`src/rtl/id_ex_stage.sv`:
```
// ID/EX pipeline slot: drives register file reads, bypasses same-edge writeback,
// stalls on load-use, squashes on flush and holds (with writeback snoop) under back-pressure.
module id_ex_stage #(
    parameter int XLEN   = 32,
    parameter int CTRL_W = 16
) (
    input  logic              clk,
    input  logic              reset_n,
    input  logic              in_valid,
    output logic              in_ready,
    input  logic [XLEN-1:0]   in_pc,
    input  logic [4:0]        in_rs1,
    input  logic [4:0]        in_rs2,
    input  logic [4:0]        in_rd,
    input  logic              in_use_rs1,
    input  logic              in_use_rs2,
    input  logic [XLEN-1:0]   in_imm,
    input  logic [CTRL_W-1:0] in_ctrl,
    input  logic              in_memread,
    input  logic              in_regwrite,
    output logic [4:0]        rf_readreg1,
    output logic [4:0]        rf_readreg2,
    input  logic [XLEN-1:0]   rf_readdata1,
    input  logic [XLEN-1:0]   rf_readdata2,
    input  logic              wb_regwrite,
    input  logic [4:0]        wb_rd,
    input  logic [XLEN-1:0]   wb_data,
    input  logic              flush,
    input  logic              ex_ready,
    output logic              out_valid,
    output logic [XLEN-1:0]   out_pc,
    output logic [XLEN-1:0]   out_imm,
    output logic [XLEN-1:0]   out_rs1_val,
    output logic [XLEN-1:0]   out_rs2_val,
    output logic [4:0]        out_rs1,
    output logic [4:0]        out_rs2,
    output logic [4:0]        out_rd,
    output logic [CTRL_W-1:0] out_ctrl,
    output logic              out_memread,
    output logic              out_regwrite
);

    logic            adv;
    logic            hazard;
    logic            wb_hit1;
    logic            wb_hit2;
    logic            snoop1;
    logic            snoop2;
    logic [XLEN-1:0] op1;
    logic [XLEN-1:0] op2;

    assign rf_readreg1 = in_rs1;
    assign rf_readreg2 = in_rs2;

    assign adv    = ex_ready | ~out_valid;
    assign hazard = in_valid & out_valid & out_memread & (out_rd != 5'd0) &
                    ((in_use_rs1 & (out_rd == in_rs1)) | (in_use_rs2 & (out_rd == in_rs2)));
    assign in_ready = flush | (adv & ~hazard);

    // Register file reads miss a write on the same edge, so forward the writeback bus.
    assign wb_hit1 = wb_regwrite & (wb_rd != 5'd0) & (wb_rd == in_rs1);
    assign wb_hit2 = wb_regwrite & (wb_rd != 5'd0) & (wb_rd == in_rs2);

    always_comb begin
        op1 = rf_readdata1;
        op2 = rf_readdata2;
        if (in_rs1 == 5'd0)
            op1 = '0;
        else if (wb_hit1)
            op1 = wb_data;
        if (in_rs2 == 5'd0)
            op2 = '0;
        else if (wb_hit2)
            op2 = wb_data;
    end

    // A held slot keeps its operands current with writebacks that land while it waits.
    assign snoop1 = wb_regwrite & (wb_rd != 5'd0) & (wb_rd == out_rs1);
    assign snoop2 = wb_regwrite & (wb_rd != 5'd0) & (wb_rd == out_rs2);

    always_ff @(posedge clk or negedge reset_n) begin
        if (!reset_n) begin
            out_valid    <= 1'b0;
            out_pc       <= '0;
            out_imm      <= '0;
            out_rs1_val  <= '0;
            out_rs2_val  <= '0;
            out_rs1      <= '0;
            out_rs2      <= '0;
            out_rd       <= '0;
            out_ctrl     <= '0;
            out_memread  <= 1'b0;
            out_regwrite <= 1'b0;
        end else if (flush || (adv && hazard)) begin
            out_valid    <= 1'b0;
            out_memread  <= 1'b0;
            out_regwrite <= 1'b0;
        end else if (!adv) begin
            if (snoop1)
                out_rs1_val <= wb_data;
            if (snoop2)
                out_rs2_val <= wb_data;
        end else begin
            out_valid    <= in_valid;
            out_pc       <= in_pc;
            out_imm      <= in_imm;
            out_rs1_val  <= op1;
            out_rs2_val  <= op2;
            out_rs1      <= in_rs1;
            out_rs2      <= in_rs2;
            out_rd       <= in_rd;
            out_ctrl     <= in_ctrl;
            out_memread  <= in_valid & in_memread;
            out_regwrite <= in_valid & in_regwrite;
        end
    end

endmodule
```
`config.mk`:
```
export PLATFORM = sky130hd
export DESIGN_NAME = id_ex_stage
export DESIGN_NICKNAME = d
export VERILOG_FILES = /design/src/rtl/id_ex_stage.sv
export SDC_FILE = /design/constraint.sdc
export NUM_CORES = 1
export LEC_CHECK = 0
export ABC_AREA = 1
export BUFFER_PORTS_ARGS = -buffer_cell sky130_fd_sc_hd__buf_2
export CORE_AREA = 2 2 146 148
export CTS_BUF_LIST = sky130_fd_sc_hd__clkbuf_4 sky130_fd_sc_hd__clkbuf_8
export DETAILED_ROUTE_END_ITERATION = 8
export DIE_AREA = 0 0 148 150
export GPL_ROUTABILITY_DRIVEN = 0
export GPL_TIMING_DRIVEN = 0
export HOLD_SLACK_MARGIN = 0.05
export PLACE_DENSITY_LB_ADDON = 0.05
export SYNTH_ARGS = -nofsm -noshare
export SYNTH_HDL_FRONTEND = slang
export SYNTH_SLANG_ARGS = --single-unit
```
`constraint.sdc`:
```
create_clock -name clk -period 1.5 [get_ports clk]
set_input_delay 0.075 -clock clk [delete_from_list [all_inputs] [get_ports clk]]
set_output_delay 0.075 -clock clk [all_outputs]
set_load 0.03 [all_outputs]
```
Word-level counts from Yosys, hierarchy flattened
Index checks and enable logic that the tools add are counted.
{"block": "classes", "n_eq_ne": 6, "n_mux": 14, "bitwise_logic": 20, "reduce_logical": 12}
{"operator": "$mux 32", "count": 8}
{"operator": "$eq 5x5->1", "count": 6}
{"operator": "$and 1x1->1", "count": 14}
{"operator": "$logic_not 5->1", "count": 2}
{"operator": "$reduce_bool 5->1", "count": 2}
{"operator": "$mux 1", "count": 6}
{"operator": "$reduce_and 2->1", "count": 3}
{"operator": "$reduce_bool 2->1", "count": 3}
{"operator": "$not 1->1", "count": 3}
{"operator": "$or 1x1->1", "count": 3}
{"operator": "$logic_and 1x1->1", "count": 1}
{"operator": "$logic_or 1x1->1", "count": 1}
{"block": "word_totals", "reg_bits": 162, "input_bits": 206, "word_cells": 63}

Longest topological paths before layout
Gate-level depths: netlist (run 1).
{"block": "depth", "word_depth": 8, "ltp_mapped": 12, "depth_no_buf": 11}

Worst setup path before layout (run 1)
Ideal clock, no wire load.
{"block": "synth_timing", "path_type": "register -> register", "start": "reg out_rd[3]", "end": "reg out_imm[10]", "setup_time_ns": 0.118, "arrival_time_ns": 1.596, "t_required_ns": 1.382, "slack_ns": -0.213, "path_stages_with_launch": 12, "path_buffers": 2, "period_less_slack_ns": 1.713, "path_cell_list": "dfrtp_1 -> inv_1 -> o21ai_0 -> nor2_1 -> nand3_1 -> nand2_2 -> nand2_2 -> nand3_4 -> buf_8 -> buf_6 -> nand2_2 -> o21ai_2"}
{"block": "synth_between", "elab_chain_cells": 8, "word_cells_on_any_way": 12, "classes_between": "eq/ne (2); bitwise (6); reduce/logical (4)"}
{"item": "from (decl)", "line_no": "37", "text": "output logic [4:0] out_rd,"}
{"item": "from (signal assigned)", "line_no": "111", "text": "out_rd <= in_rd;"}
{"item": "$eq 5x5->1", "line_no": "57", "text": "((in_use_rs1 & (out_rd == in_rs1)) | (in_use_rs2 & (out_rd == in_rs2)));"}
{"item": "$and 1x1->1", "line_no": "57"}
{"item": "$or 1x1->1", "line_no": "57"}
{"item": "$and 1x1->1 (*)", "line_no": "56", "text": "assign hazard = in_valid & out_valid & out_memread & (out_rd != 5'd0) &"}
{"item": "$logic_and 1x1->1 (*)", "line_no": "94", "text": "end else if (flush || (adv && hazard)) begin"}
{"item": "$logic_or 1x1->1 (*)", "line_no": "94"}
{"item": "$not 1->1 (no line) (*)"}
{"item": "$reduce_and 2->1 (no line) (*)"}
{"item": "to (signal assigned)", "line_no": "106", "text": "out_imm <= in_imm;"}
{"item": "to (decl)", "line_no": "32", "text": "output logic [XLEN-1:0] out_imm,"}
Mark *: on every way between the ends. The rest lies on a longest branch, timed or not.
A chain may end at the register's enable or synchronous reset.

Worst setup path after layout (run 1)
{"block": "layout_timing", "start": "reg out_rd[1]", "end": "reg out_rs1_val[10]"}
{"block": "layout_between", "elab_chain_cells": 8, "word_cells_on_any_way": 12, "classes_between": "eq/ne (2); bitwise (6); reduce/logical (4)"}
{"item": "$eq 5x5->1", "line_no": "57"}
{"item": "$and 1x1->1", "line_no": "57"}
{"item": "$or 1x1->1", "line_no": "57"}
{"item": "$and 1x1->1 (*)", "line_no": "56"}
{"item": "$logic_and 1x1->1 (*)", "line_no": "94"}
{"item": "$logic_or 1x1->1 (*)", "line_no": "94"}
{"item": "$not 1->1 (no line) (*)"}
{"item": "$reduce_and 2->1 (no line) (*)"}
{"item": "to (signal assigned)", "line_no": "100", "text": "out_rs1_val <= wb_data;"}
{"item": "to (signal assigned)", "line_no": "107", "text": "out_rs1_val <= op1;"}
{"item": "to (decl)", "line_no": "33", "text": "output logic [XLEN-1:0] out_rs1_val,"}
Marks and branches as above.

==> results of run 1 <==
==> registers in the layout, indices dropped and copies added (netlist names), 5 cells and up <==
signal / cells
out_ctrl: 16
out_imm: 32
out_pc: 32
out_rd: 5
out_rs1: 5
out_rs1_val: 32
out_rs2: 5
out_rs2_val: 32
==> kinds of logic after synthesis <==
family / count (synthesis) / share of synthesized area, %
buffers and inverters: 268 / 13.8
flip-flops: 162 / 47.2
AND/OR/NAND/NOR: 581 / 26.5
AO/OA/AOI/OAI: 171 / 10.6
XOR/XNOR: 18 / 1.84
==> routing by layer <==
layer	part of all wire [%]	up-vias
met3	6.5	79
met2	51	360
met4	3.6	0
met5	0	-
met1	39	4554
li1	-	4853
==> through the flow <==
| step | worst slack (ns) | hold slack [ns] | util, % | setup TNS, ns |
|---|---|---|---|---|
| global route | -0.495 | 0.0703 | 73.8 | -62.54 |
| CTS | -0.304 | 0.0509 | 65.7 | -31.71 |
| finish | -0.382 | 0.0736 | 73.8 | -45.19 |
| global placement | -2.65 | 0.311 | 52.4 | -420.07 |
| floorplan | -0.0676 | -0.221 | - | -6.33 |
| detailed placement | -0.309 | 0.0798 | 52.5 | -40.16 |
==> cells in the final DEF (no fill, tap or decap), drive strengths merged <==
master / instances
xor2: 11
bufinv: 3
o21ai: 165
diode: 2
nor3: 2
nand2: 542
nand3: 14
clkinv: 3
buf: 461
a21oi: 6
dfrtp: 162
nor2: 20
inv: 208
dlygate4sd3: 189
xnor2: 7
nand4: 4
clkinvlp: 1
clkbuf: 48
==> critical path, stage by stage, from the launching register on <==
cell and delay [ns]:
sky130_fd_sc_hd__dfrtp_2 0.45, sky130_fd_sc_hd__inv_2 0.08, sky130_fd_sc_hd__nand2_1 0.05, sky130_fd_sc_hd__o21ai_1 0.08, sky130_fd_sc_hd__nor2_1 0.08, sky130_fd_sc_hd__nand3_2 0.09
sky130_fd_sc_hd__nand2_4 0.06, sky130_fd_sc_hd__buf_6 0.12, sky130_fd_sc_hd__nand3_4 0.10, sky130_fd_sc_hd__nand3_4 0.13, sky130_fd_sc_hd__buf_12 0.18, sky130_fd_sc_hd__buf_12 0.12
sky130_fd_sc_hd__buf_16 0.12, sky130_fd_sc_hd__nand2_1 0.05, sky130_fd_sc_hd__o21ai_1 0.06
==> layout make-up <==
cell class,count,area [um^2],share of cell area (%)
Sequential cell,162,4070,26.6
Tap cell,275,344,2.25
Buffer,65,638,4.18
Multi-Input combinational cell,771,4260,27.9
Antenna cell,2,5.00,0.0328
Clock buffer,18,241,1.58
Timing Repair Buffer,615,4760,31.2
Inverter,201,757,4.96
Clock inverter,14,191,1.25
==> cells in the mapped netlist, types with 9 or more instances <==
cell                      instances
sky130_fd_sc_hd__nor2_1          20
sky130_fd_sc_hd__inv_2           10
sky130_fd_sc_hd__o21ai_1        146
sky130_fd_sc_hd__o21ai_0          9
sky130_fd_sc_hd__dfrtp_1        162
sky130_fd_sc_hd__buf_6           10
sky130_fd_sc_hd__xor2_1          11
sky130_fd_sc_hd__buf_4           14
sky130_fd_sc_hd__buf_2           33
sky130_fd_sc_hd__inv_1          190
sky130_fd_sc_hd__nand2_1        535
sky130_fd_sc_hd__o21ai_2         10
==> worst max-delay path by stage <==
stage | start | endpoint | slack [ns] | cells after the start
after floorplan | out_rd[1] | out_imm[10] | -0.07 | 12
after global placement | reset_n | out_rs2[3] | -2.65 | 1
after detailed placement | out_rd[0] | out_imm[26] | -0.31 | 11
after CTS | out_rd[1] | in_ready | -0.30 | 10
after global routing | out_rd[1] | in_ready | -0.49 | 10
final | out_rd[1] | out_rs1_val[10] | -0.38 | 14
==> power by group through the flow <==
stage | clock, mW | combinational (mW) | sequential, mW
6_report | 3.59 | 5.04 | 5.40
3_3_place_gp | 0 | 3.71 | 5.31
5_1_grt | 3.85 | 5.40 | 5.46
2_1_floorplan | 0 | 1.23 | 6.43
3_5_place_dp | 0 | 3.75 | 5.32
4_1_cts | 3.64 | 4.31 | 5.25
==> what timing repair did <==
action	CTS	global route
endpoints found under the hold margin	234	0
cloned	3	25
resized for setup	49	294
pin swaps	2	42
setup buffers	16	8
setup endpoints to repair	160	163
hold buffers	189	0
==> metrics.txt, run 1 <==
# TYPE chip_impl_metric gauge
chip_impl_metric{name="synth_top_area_share",unit="%"} 47.2
chip_impl_metric{name="final-instance-count-excl-fill",unit=""} 2123
chip_impl_metric{name="viasPerCell",unit=""} 4.64
chip_impl_metric{name="htreeDepth",unit=""} 4
chip_impl_metric{name="switching_share",unit="%"} 37.9
chip_impl_info{name="synth-main-ff-cell",value="sky130_fd_sc_hd__dfrtp_1"} 1
chip_impl_metric{name="initial_utilization",unit="%"} 41.5
chip_impl_metric{name="internal-power",unit="mW"} 8.71
chip_impl_metric{name="maxClockFrequency",unit="GHz"} 0.531
chip_impl_metric{name="synth.ff_latch_count",unit=""} 162
chip_impl_info{name="critical_path_class",value="register to register"} 1
chip_impl_info{name="hold_end",value="out_rs2_val[14]"} 1
chip_impl_metric{name="p_comb_share",unit="%"} 35.9
chip_impl_metric{name="power_leakage",unit="nW"} 8.69
chip_impl_metric{name="largest_net_degree_at_the_start_of_global_routing",unit=""} 91
chip_impl_metric{name="power-per-cell-area",unit="nW/um^2"} 919
chip_impl_metric{name="floorplan.io_pins",unit=""} 379
chip_impl_metric{name="power.share.sequential",unit="%"} 38.5
chip_impl_metric{name="layout_min_cycle_time",unit="ns"} 1.88
chip_impl_metric{name="antenna_violations_before_repair",unit=""} 2
chip_impl_metric{name="final-setup-viol-count",unit=""} 163
chip_impl_info{name="grt.busiest_layer",value="met2"} 1
chip_impl_metric{name="netlist_area",unit="um^2"} 8580
chip_impl_metric{name="antenna_left",unit=""} 0
chip_impl_metric{name="num_vias",unit=""} 9846
chip_impl_metric{name="grt_pass1_wl",unit="um"} 47600
chip_impl_metric{name="p_switching",unit="mW"} 5.31
chip_impl_metric{name="num_rows",unit=""} 53
chip_impl_metric{name="critical_path.max_fanout",unit=""} 5
chip_impl_metric{name="setup_slack",unit="ns"} -0.382
chip_impl_metric{name="postLayoutCellArea",unit="um^2"} 15300
chip_impl_metric{name="placed_wire_length_estimate_after_detailed_placement",unit="um"} 20800
chip_impl_metric{name="vias_in_the_first_global_route",unit=""} 9536
chip_impl_info{name="grt_setup_unrepaired",value="yes"} 1
chip_impl_metric{name="clk-insertion-delay-late",unit="ns"} 0.47
chip_impl_metric{name="power.total",unit="mW"} 14.0
chip_impl_metric{name="timing_worst_slew_pin_value",unit="ns"} 0.599
chip_impl_info{name="cp-end-kind",value="register"} 1
chip_impl_metric{name="clock_sink_count",unit=""} 162
chip_impl_info{name="cts_tree",value="built"} 1
chip_impl_info{name="hp-class",value="primary input to register"} 1
chip_impl_info{name="holdCritStartpoint",value="rf_readdata2[14]"} 1
chip_impl_metric{name="dieArea",unit="um^2"} 22200
chip_impl_metric{name="final.setup_skew",unit="ns"} 0.0154
chip_impl_metric{name="worst_ep_required_time",unit="ns"} 1.84
chip_impl_metric{name="clk_path_buf_depth",unit=""} 2
chip_impl_metric{name="fillerInstances",unit=""} 1584
chip_impl_metric{name="postPlaceCellArea",unit="um^2"} 10900
chip_impl_metric{name="port-buffer-count",unit=""} 374
chip_impl_info{name="critical_path.startpoint_type",value="register"} 1
chip_impl_metric{name="post_drt_wl_per_cell",unit="um"} 15.6
chip_impl_metric{name="reg2reg_path_depth",unit=""} 14
chip_impl_metric{name="place.detailed.instances",unit=""} 1850
chip_impl_metric{name="clkSlewWorstSetupHoldPaths",unit="ns"} 0.09
chip_impl_metric{name="final_clock_period_utilization_by_the_worst_path",unit="%"} 125
chip_impl_metric{name="die_y_extent",unit="um"} 150
chip_impl_metric{name="synth_fp_nets",unit=""} 1406
chip_impl_metric{name="grtUsageMet2",unit="%"} 48.2
chip_impl_metric{name="fp.dieW",unit="um"} 148
chip_impl_metric{name="rrSetupSlack",unit="ns"} -0.38
chip_impl_info{name="status",value="finished, violations left"} 1
chip_impl_metric{name="ys_warn_count",unit=""} 0
chip_impl_metric{name="floorplan.core_area",unit="um^2"} 20700
chip_impl_metric{name="totalWireLength",unit="um"} 33100
chip_impl_metric{name="hold_path_depth",unit=""} 7
chip_impl_metric{name="post_route_cells_drive_above_1_share",unit="%"} 42.6
chip_impl_metric{name="gr-usage-met3",unit="%"} 6.40
chip_impl_metric{name="clkPwrFrac",unit="%"} 25.6
chip_impl_metric{name="drt_pass1_iterations",unit=""} 6
chip_impl_metric{name="max-cap-violations",unit=""} 0
chip_impl_metric{name="yosysSeqAreaShare",unit="%"} 47.2
chip_impl_info{name="synth.area.top_cells",value="sky130_fd_sc_hd__dfrtp_1, sky130_fd_sc_hd__nand2_1, sky130_fd_sc_hd__o21ai_1"} 1
chip_impl_metric{name="timing_hold_violations_final",unit=""} 0
chip_impl_info{name="critical_path.reg2reg.startpoint",value="out_rd[1]"} 1
chip_impl_metric{name="area_delta_synth_final",unit="%"} 77.9
chip_impl_info{name="critical_path.reg2reg.endpoint",value="out_rs1_val[10]"} 1
chip_impl_metric{name="critPathArrivalTime",unit="ns"} 2.23
chip_impl_metric{name="synthDistinctLibCells",unit=""} 25
chip_impl_metric{name="relSlewSlack",unit="%"} 60.1
chip_impl_metric{name="synth_async_sr_flop_share",unit="%"} 100
chip_impl_metric{name="syn-instance-count",unit=""} 1200
chip_impl_metric{name="fin_nets",unit=""} 2039
chip_impl_metric{name="use_met1",unit="%"} 31.6
chip_impl_metric{name="remaining_drc_errors",unit=""} 0
chip_impl_metric{name="dr.first_iter.drc_count",unit=""} 335
chip_impl_metric{name="postSynthAreaPerCell",unit="um^2"} 7.15
chip_impl_metric{name="synth_edf_count",unit=""} 0
chip_impl_info{name="violated_checks",value="setup timing"} 1
chip_impl_metric{name="worst_ir_drop_vdd",unit="mV"} 0.595
chip_impl_metric{name="overflow",unit=""} 0
chip_impl_metric{name="tritoncts.num_buffers",unit=""} 17
chip_impl_info{name="leading_area_contributor_after_synthesis",value="sky130_fd_sc_hd__dfrtp_1"} 1
chip_impl_metric{name="final-max-slew-violation-count",unit=""} 0
chip_impl_metric{name="globalRouteTotalUtil",unit="%"} 27.3
chip_impl_info{name="cts.root.buffer_cell",value="sky130_fd_sc_hd__clkbuf_8"} 1
Note: power is estimated with default switching activity, not from simulation.
==> inputs of run 2 (changes only) <==
--- a/config.mk
+++ b/config.mk
@@ -14,6 +14,7 @@
 export GPL_ROUTABILITY_DRIVEN = 0
 export GPL_TIMING_DRIVEN = 0
 export HOLD_SLACK_MARGIN = 0.05
+export MAX_ROUTING_LAYER = met4
 export PLACE_DENSITY_LB_ADDON = 0.05
 export SYNTH_ARGS = -nofsm -noshare
 export SYNTH_HDL_FRONTEND = slang
==> run 2 against run 1 <==
Against the previous run:
- total power hardly changed
- largest cell class unchanged
- critical path depth is the same
- clock skew increased by 0.0016 ns
- the flow still finishes with violations (setup timing)
- utilization barely moved
- non-clock buffer count stayed put
- clock-buffer cell count unchanged
- wire length rose by 0.50%
==> metrics.txt, run 2 (same netlist as run 1, synthesis figures left out) <==
# TYPE chip_impl_metric gauge
chip_impl_info{name="status",value="finished, violations left"} 1
chip_impl_info{name="violated_checks",value="setup timing"} 1
chip_impl_info{name="cp-end-kind",value="register"} 1
chip_impl_metric{name="path_buf_inv",unit=""} 5
chip_impl_metric{name="power-per-cell-area",unit="nW/um^2"} 919
chip_impl_metric{name="clock_sink_count",unit=""} 162
chip_impl_metric{name="remaining_drc_errors",unit=""} 0
chip_impl_info{name="hold_end",value="out_rs2_val[14]"} 1
chip_impl_info{name="cts_tree",value="built"} 1
chip_impl_metric{name="critPathArrivalTime",unit="ns"} 2.23
chip_impl_info{name="critical_path_class",value="register to register"} 1
chip_impl_metric{name="fp.dieW",unit="um"} 148
chip_impl_metric{name="dr.first_iter.drc_count",unit=""} 376
chip_impl_metric{name="overflow",unit=""} 0
chip_impl_metric{name="layout_min_cycle_time",unit="ns"} 1.89
chip_impl_metric{name="area_delta_synth_final",unit="%"} 77.9
chip_impl_info{name="hp-class",value="primary input to register"} 1
chip_impl_metric{name="largest_net_degree_at_the_start_of_global_routing",unit=""} 91
chip_impl_metric{name="max-cap-violations",unit=""} 0
chip_impl_metric{name="grt_pass1_wl",unit="um"} 47600
chip_impl_info{name="mostFrequentLayoutCells",value="sky130_fd_sc_hd__nand2_1, sky130_fd_sc_hd__buf_2, sky130_fd_sc_hd__dlygate4sd3_1"} 1
chip_impl_metric{name="postLayoutCoreUtil",unit="%"} 73.8
chip_impl_metric{name="floorplan.core_area",unit="um^2"} 20700
chip_impl_metric{name="final_clock_period_utilization_by_the_worst_path",unit="%"} 126
chip_impl_metric{name="tritoncts.num_buffers",unit=""} 17
chip_impl_metric{name="timing_hold_violations_final",unit=""} 0
chip_impl_metric{name="maxClockFrequency",unit="GHz"} 0.530
chip_impl_metric{name="rrSetupSlack",unit="ns"} -0.39
chip_impl_metric{name="num_vias",unit=""} 9876
chip_impl_metric{name="placed_wire_length_estimate_after_detailed_placement",unit="um"} 20800
chip_impl_metric{name="final-instance-count-excl-fill",unit=""} 2123
chip_impl_metric{name="worst_ep_required_time",unit="ns"} 1.84
chip_impl_info{name="critical_path.startpoint_type",value="register"} 1
chip_impl_metric{name="dieArea",unit="um^2"} 22200
chip_impl_metric{name="final-max-slew-violation-count",unit=""} 0
chip_impl_metric{name="clk_path_buf_depth",unit=""} 2
chip_impl_metric{name="initial_utilization",unit="%"} 41.5
chip_impl_metric{name="htreeDepth",unit=""} 4
chip_impl_metric{name="hold_path_depth",unit=""} 7
chip_impl_metric{name="place.detailed.instances",unit=""} 1850
chip_impl_metric{name="globalRouteTotalUtil",unit="%"} 28.1
chip_impl_metric{name="timing_worst_slew_pin_value",unit="ns"} 0.596
chip_impl_metric{name="relSlewSlack",unit="%"} 60.2
chip_impl_metric{name="post_route_cells_drive_above_1_share",unit="%"} 42.8
chip_impl_info{name="path_cells",value="inv_2 > nand2_1 > o21ai_1 > nor2_1 > nand3_2 > nand2_4 > buf_6 > nand3_4 > nand3_4 > buf_12 > buf_12 > buf_16 > nand2_1 > o21ai_1"} 1
chip_impl_info{name="critical_path.reg2reg.startpoint",value="out_rd[1]"} 1
chip_impl_metric{name="reg2reg_path_depth",unit=""} 14
chip_impl_metric{name="num_rows",unit=""} 53
chip_impl_metric{name="totalWireLength",unit="um"} 33300
chip_impl_metric{name="antenna_left",unit=""} 0
chip_impl_metric{name="floorplan.io_pins",unit=""} 379
chip_impl_info{name="layout_commonest_cell",value="sky130_fd_sc_hd__nand2_1"} 1
chip_impl_info{name="grt_setup_unrepaired",value="yes"} 1
chip_impl_metric{name="clkSlewWorstSetupHoldPaths",unit="ns"} 0.10
chip_impl_metric{name="power.total",unit="mW"} 14.0
chip_impl_metric{name="viasPerCell",unit=""} 4.65
chip_impl_metric{name="drt_pass1_iterations",unit=""} 4
chip_impl_metric{name="antenna_violations_before_repair",unit=""} 2
chip_impl_metric{name="post_drt_wl_per_cell",unit="um"} 15.7
chip_impl_info{name="critPathSlowestCell",value="sky130_fd_sc_hd__dfrtp_2"} 1
chip_impl_metric{name="fin_nets",unit=""} 2039
chip_impl_metric{name="power_leakage",unit="nW"} 8.69
chip_impl_metric{name="setup_slack",unit="ns"} -0.386
chip_impl_info{name="cts.root.buffer_cell",value="sky130_fd_sc_hd__clkbuf_8"} 1
chip_impl_metric{name="worst_ir_drop_vdd",unit="mV"} 0.594
chip_impl_info{name="holdCritStartpoint",value="rf_readdata2[14]"} 1
chip_impl_metric{name="die_y_extent",unit="um"} 150
chip_impl_metric{name="cp_slowest_stage_delay",unit="ns"} 0.45
chip_impl_info{name="path_delay_family",value="buffers and inverters"} 1
chip_impl_metric{name="critical_path.max_fanout",unit=""} 5
chip_impl_metric{name="clk-insertion-delay-late",unit="ns"} 0.46
chip_impl_metric{name="final.setup_skew",unit="ns"} 0.0170
chip_impl_metric{name="final-setup-viol-count",unit=""} 163
chip_impl_metric{name="vias_in_the_first_global_route",unit=""} 9546
chip_impl_info{name="critical_path.reg2reg.endpoint",value="out_rs1_val[10]"} 1
chip_impl_metric{name="port-buffer-count",unit=""} 374
run 2: changes by cell type in the layout (fill, tap and decap cells not counted):
cell / previous run / this run
sky130_fd_sc_hd__nand2_2: 82 / 84
sky130_fd_sc_hd__nand2_4: 50 / 48
sky130_fd_sc_hd__o21ai_1: 74 / 70
sky130_fd_sc_hd__o21ai_2: 87 / 91
run 2: layout make-up:
type                            instances  area (um^2)
Antenna cell                            2         5.00
Tap cell                              275          344
Sequential cell                       162         4070
Buffer                                 65          638
Timing Repair Buffer                  615         4760
Fill cell                            1585         5420
Clock inverter                         14          191
Multi-Input combinational cell        771         4260
Inverter                              201          757
Clock buffer                           18          241
run 2: layer usage:
metal  up-vias  wire length (um)  GRT usage [%]
met2       375             17000           48.4
met5         -                 0              -
li1       4855                 -              -
met3        75              2010           5.58
met1      4571             13100           32.1
met4         0              1110           12.0
run 2: how the worst max path moves through the flow:
stage	from	end	slack, ns	depth (start not counted)
CTS	out_rd[1]	in_ready	-0.30	10
detailed placement	out_rd[0]	out_imm[26]	-0.31	11
floorplan	out_rd[1]	out_imm[10]	-0.07	12
global placement	reset_n	out_rs2[3]	-2.65	1
finish	out_rd[1]	out_rs1_val[10]	-0.39	14
global route	out_rd[1]	in_ready	-0.50	10
run 2: repair_timing:
| item | 4_1_cts | 5_1_grt |
|---|---|---|
| gates resized for setup | 49 | 296 |
| endpoints found under the hold margin | 234 | 0 |
| setup buffers | 16 | 8 |
| hold buffers | 189 | 0 |
| cloned | 3 | 25 |
| setup endpoints to repair | 160 | 163 |
| pin swaps | 2 | 46 |
run 2: through the flow:
stage                     instance area [um^2]  setup TNS [ns]  hold WS (ns)  worst slack (ns)
after floorplan                           8620           -6.33        -0.221           -0.0676
after global placement                   10800         -420.07         0.311             -2.65
after detailed placement                 10900          -40.16        0.0798            -0.309
after CTS                                13600          -31.71        0.0509            -0.304
after global routing                     15300          -62.47        0.0703            -0.495
final                                    15300          -45.31        0.0753            -0.386
run 2: report_power, final:
| group | leakage [nW] | total (mW) | switching [mW] | internal [mW] |
|---|---|---|---|---|
| clock network | 0.220 | 3.59 | 1.86 | 1.73 |
| logic | 6.49 | 5.05 | 2.99 | 2.06 |
| registers | 1.98 | 5.40 | 0.480 | 4.92 |
| total | 8.69 | 14.0 | 5.32 | 8.72 |
run 2: worst reg2reg max path: stages, from the launching register on:
cell	delay (ns)
sky130_fd_sc_hd__dfrtp_2	0.45
sky130_fd_sc_hd__inv_2	0.08
sky130_fd_sc_hd__nand2_1	0.05
sky130_fd_sc_hd__o21ai_1	0.08
sky130_fd_sc_hd__nor2_1	0.08
sky130_fd_sc_hd__nand3_2	0.09
sky130_fd_sc_hd__nand2_4	0.07
sky130_fd_sc_hd__buf_6	0.12
sky130_fd_sc_hd__nand3_4	0.10
sky130_fd_sc_hd__nand3_4	0.13
sky130_fd_sc_hd__buf_12	0.18
sky130_fd_sc_hd__buf_12	0.12
sky130_fd_sc_hd__buf_16	0.12
sky130_fd_sc_hd__nand2_1	0.05
sky130_fd_sc_hd__o21ai_1	0.05
==> inputs of run 3 (changes only) <==
--- a/config.mk
+++ b/config.mk
@@ -5,12 +5,11 @@
 export SDC_FILE = /design/constraint.sdc
 export NUM_CORES = 1
 export LEC_CHECK = 0
-export ABC_AREA = 1
 export BUFFER_PORTS_ARGS = -buffer_cell sky130_fd_sc_hd__buf_2
-export CORE_AREA = 2 2 146 148
+export CORE_AREA = 2 2 145 147
 export CTS_BUF_LIST = sky130_fd_sc_hd__clkbuf_4 sky130_fd_sc_hd__clkbuf_8
 export DETAILED_ROUTE_END_ITERATION = 8
-export DIE_AREA = 0 0 148 150
+export DIE_AREA = 0 0 147 149
 export GPL_ROUTABILITY_DRIVEN = 0
 export GPL_TIMING_DRIVEN = 0
 export HOLD_SLACK_MARGIN = 0.05
==> constraint.sdc (replaced) <==
create_clock -name clk -period 1.63 [get_ports clk]
set_input_delay 0.0815 -clock clk [delete_from_list [all_inputs] [get_ports clk]]
set_output_delay 0.0815 -clock clk [all_outputs]
set_load 0.03 [all_outputs]
==> run 3 against run 2 <==
Against the previous run:
- the run still ends with setup timing left
- total power shrank 9.9%
- global-route usage shrank 4.4 points
- die area shrank 1.3%
- first-iteration DRC count shrank 37%
- sequential share of layout area grew 4.9 points
- critical endpoint is now out_rs1[0]
- cell area shrank 16%
- critical path depth shrank 7
- final cell count shrank 33%
- via count shrank 31%
==> metrics.txt, run 3 <==
# TYPE chip_impl_metric gauge
chip_impl_metric{name="final-instance-count-excl-fill",unit=""} 1422
chip_impl_metric{name="final_clock_period_utilization_by_the_worst_path",unit="%"} 146
chip_impl_metric{name="num_rows",unit=""} 53
chip_impl_info{name="topRoutingLayerUsed",value="met4"} 1
chip_impl_metric{name="synth_fp_nets",unit=""} 751
chip_impl_metric{name="timing_hold_violations_final",unit=""} 0
chip_impl_info{name="status",value="finished, violations left"} 1
chip_impl_metric{name="ys_warn_count",unit=""} 0
chip_impl_metric{name="totalWireLength",unit="um"} 26400
chip_impl_metric{name="vias_in_the_first_global_route",unit=""} 7281
chip_impl_metric{name="syn-instance-count",unit=""} 545
chip_impl_metric{name="antenna_violations_before_repair",unit=""} 6
chip_impl_metric{name="num_vias",unit=""} 6840
chip_impl_info{name="cts_tree",value="built"} 1
chip_impl_metric{name="critPathArrivalTime",unit="ns"} 2.73
chip_impl_metric{name="clk-insertion-delay-late",unit="ns"} 0.46
chip_impl_info{name="mostFrequentLayoutCells",value="sky130_fd_sc_hd__buf_2, sky130_fd_sc_hd__dlygate4sd3_1, sky130_fd_sc_hd__dfrtp_1"} 1
chip_impl_metric{name="globalRouteTotalUtil",unit="%"} 23.7
chip_impl_metric{name="route.met3.wl",unit="um"} 1670
chip_impl_metric{name="clkSlewWorstSetupHoldPaths",unit="ns"} 0.09
chip_impl_metric{name="clock_sink_count",unit=""} 162
chip_impl_info{name="critPathSlowestCell",value="sky130_fd_sc_hd__or4_4"} 1
chip_impl_metric{name="max-cap-violations",unit=""} 0
chip_impl_metric{name="synth_async_sr_flop_share",unit="%"} 100
chip_impl_metric{name="synthSimpleGateAreaFrac",unit="%"} 4.39
chip_impl_metric{name="htreeDepth",unit=""} 4
chip_impl_metric{name="postLayoutCellArea",unit="um^2"} 12900
chip_impl_metric{name="worst_ir_drop_vdd",unit="mV"} 0.565
chip_impl_metric{name="yosysSeqAreaShare",unit="%"} 52.8
chip_impl_info{name="synth.area.top_cells",value="sky130_fd_sc_hd__dfrtp_1, sky130_fd_sc_hd__mux2_2, sky130_fd_sc_hd__mux2_4"} 1
chip_impl_info{name="grt_setup_unrepaired",value="yes"} 1
chip_impl_metric{name="worst_ep_required_time",unit="ns"} 1.98
chip_impl_metric{name="met1_length",unit="um"} 10400
chip_impl_metric{name="postSynthAreaPerCell",unit="um^2"} 14.1
chip_impl_metric{name="placed_wire_length_estimate_after_detailed_placement",unit="um"} 18000
chip_impl_metric{name="area_delta_synth_final",unit="%"} 67.8
chip_impl_metric{name="pre_cts_ws",unit="ns"} -1.13
chip_impl_metric{name="initial_utilization",unit="%"} 37.3
chip_impl_metric{name="yosys.area_share.adder",unit="%"} 0
chip_impl_metric{name="drt_pass1_iterations",unit=""} 4
chip_impl_metric{name="power_leakage",unit="nW"} 6.18
chip_impl_info{name="worstSetupStartpoint",value="out_rd[2]"} 1
chip_impl_metric{name="remaining_drc_errors",unit=""} 0
chip_impl_metric{name="layout_min_cycle_time",unit="ns"} 2.38
chip_impl_info{name="path_cells",value="or4_4 > o211a_1 > a311o_1 > buf_6 > buf_12 > clkbuf_16 > mux2_4"} 1
chip_impl_info{name="cts.root.buffer_cell",value="sky130_fd_sc_hd__clkbuf_8"} 1
chip_impl_metric{name="floorplan.core_area",unit="um^2"} 20600
chip_impl_metric{name="dr.first_iter.drc_count",unit=""} 237
chip_impl_metric{name="final-setup-viol-count",unit=""} 163
chip_impl_metric{name="grt_pass1_wl",unit="um"} 38900
chip_impl_metric{name="finalHoldWorstSlack",unit="ns"} 0.0859
chip_impl_info{name="violated_checks",value="setup timing"} 1
chip_impl_metric{name="place.detailed.instances",unit=""} 1194
chip_impl_metric{name="power-per-cell-area",unit="nW/um^2"} 982
chip_impl_metric{name="power.total",unit="mW"} 12.6
chip_impl_info{name="synth-main-ff-cell",value="sky130_fd_sc_hd__dfrtp_1"} 1
chip_impl_metric{name="synth-compound-area-share",unit="%"} 6.21
chip_impl_metric{name="port-buffer-count",unit=""} 373
chip_impl_info{name="synth_top_family_by_area",value="multiplexers"} 1
chip_impl_metric{name="final.setup_skew",unit="ns"} 0.0147
chip_impl_metric{name="yosys.area_share.xor_xnor",unit="%"} 3.42
chip_impl_info{name="layout_commonest_cell",value="sky130_fd_sc_hd__buf_2"} 1
chip_impl_metric{name="met2RoutedLength",unit="um"} 13400
chip_impl_metric{name="overflow",unit=""} 0
chip_impl_metric{name="viasPerCell",unit=""} 4.81
chip_impl_metric{name="yosys-mux-area-fraction",unit="%"} 29.4
chip_impl_info{name="holdCritStartpoint",value="rf_readdata1[26]"} 1
chip_impl_metric{name="largest_net_degree_at_the_start_of_global_routing",unit=""} 83
chip_impl_metric{name="post_drt_wl_per_cell",unit="um"} 18.5
chip_impl_metric{name="maxClockFrequency",unit="GHz"} 0.421
chip_impl_metric{name="tritoncts.num_buffers",unit=""} 17
chip_impl_info{name="leading_area_contributor_after_synthesis",value="sky130_fd_sc_hd__dfrtp_1"} 1
chip_impl_metric{name="antenna_left",unit=""} 0
chip_impl_metric{name="synth_edf_count",unit=""} 0
chip_impl_metric{name="critical_path.max_fanout",unit=""} 8
chip_impl_info{name="critical_path_class",value="register to register"} 1
chip_impl_metric{name="final-max-slew-violation-count",unit=""} 0
chip_impl_info{name="critical_path.reg2reg.startpoint",value="out_rd[2]"} 1
chip_impl_info{name="ys_top_cells_by_count",value="sky130_fd_sc_hd__mux2_2, sky130_fd_sc_hd__dfrtp_1, sky130_fd_sc_hd__a32o_1, sky130_fd_sc_hd__nor2b_1, sky130_fd_sc_hd__mux2_4"} 1
chip_impl_metric{name="setup-tns-final",unit="ns"} -111.29
chip_impl_metric{name="postPlaceCellArea",unit="um^2"} 9970
chip_impl_metric{name="die_y_extent",unit="um"} 149
chip_impl_metric{name="post_route_cells_drive_above_1_share",unit="%"} 59.6
chip_impl_metric{name="clk_path_buf_depth",unit=""} 2
chip_impl_metric{name="postLayoutCoreUtil",unit="%"} 62.6
chip_impl_metric{name="floorplan.io_pins",unit=""} 379
chip_impl_info{name="cp-end-kind",value="register"} 1
chip_impl_metric{name="synth.ff_latch_count",unit=""} 162
chip_impl_metric{name="relSlewSlack",unit="%"} 27.7
chip_impl_metric{name="synthDistinctLibCells",unit=""} 34
chip_impl_metric{name="fin_nets",unit=""} 1334
chip_impl_metric{name="fp.dieW",unit="um"} 147
chip_impl_info{name="critical_path.startpoint_type",value="register"} 1
chip_impl_metric{name="timing_worst_slew_pin_value",unit="ns"} 1.07
chip_impl_metric{name="cp_slowest_stage_delay",unit="ns"} 0.57
chip_impl_metric{name="dieArea",unit="um^2"} 21900
chip_impl_metric{name="synth_top_area_share",unit="%"} 52.8
chip_impl_info{name="synth_most_common_cell",value="sky130_fd_sc_hd__mux2_2"} 1
chip_impl_metric{name="netlist_area",unit="um^2"} 7670
chip_impl_metric{name="setup_slack",unit="ns"} -0.748
chip_impl_info{name="hp-class",value="primary input to register"} 1
## run 3: changes by cell type after synthesis, sizes merged, moves of 4 or more
| cell | before | now |
|---|---|---|
| nor2 | 20 | 6 |
| xnor2 | 7 | 20 |
| a32o | 0 | 32 |
| inv | 200 | 2 |
| nor2b | 0 | 32 |
| buf | 60 | 35 |
| mux2 | 0 | 191 |
| a211oi | 0 | 4 |
| nand2 | 542 | 9 |
| nand3 | 13 | 2 |
| clkbuf | 7 | 13 |
| o21ai | 165 | 2 |
## run 3: logic make-up (layout without fill, tap and decap cells)
logic type,Yosys count,in the layout
buf+inv,50,646
other cells,0,6
mux,191,191
flops,162,162
simple gates,60,60
xor+xnor,30,30
compound gates,52,52
## run 3: worst max-delay path: cells and delay by family, from the launching register on
| family | cells | cell delay [ns] |
|---|---|---|
| AND/OR/NAND/NOR | 1 | 0.57 |
| buffers and inverters | 3 | 0.45 |
| multiplexers | 1 | 0.29 |
| AO/OA/AOI/OAI | 2 | 0.55 |
| flip-flops | 1 | 0.41 |
## run 3: power by group
part | switching [mW] | internal (mW) | total, mW
registers | 0.341 | 4.59 | 4.93
logic | 2.35 | 1.94 | 4.29
clock network | 1.68 | 1.75 | 3.43
## run 3: metal layers
metal,vias to the layer above,GRT usage (%)
met2,297,40.7
met4,0,10.7
met1,3357,26.3
met3,53,5.90
met5,-,-
li1,3133,-
## run 3: cell type report
cell class | instances | area (um^2)
antenna | 6 | 15.0
buffer | 46 | 405
clock buffer | 18 | 241
clock inverter | 14 | 215
fill | 1618 | 7680
inverter | 2 | 7.51
multi-input combinational | 333 | 3630
sequential | 162 | 4060
tap | 275 | 344
timing repair buffer | 566 | 3960
## run 3: path summary, 6_finish.rpt
kind / end / cells past startpoint / slack [ns]
min in group asynchronous: out_rs1_val[30] / 2 / 0.18
min reg2reg: out_pc[23] / 1 / 0.51
max in group asynchronous: out_rs2_val[15] / 3 / 0.60
max: out_rs1[0] / 7 / -0.75
min: out_rs1_val[26] / 4 / 0.09
max reg2reg: out_rs1[0] / 7 / -0.75
## run 3: repair_timing
action	4_1_cts	5_1_grt
gates cloned	0	8
pin swaps	4	11
buffers inserted	12	6
gates resized for setup	38	68
setup endpoints to repair	162	163
hold endpoints to repair	243	0
hold buffers	166	0
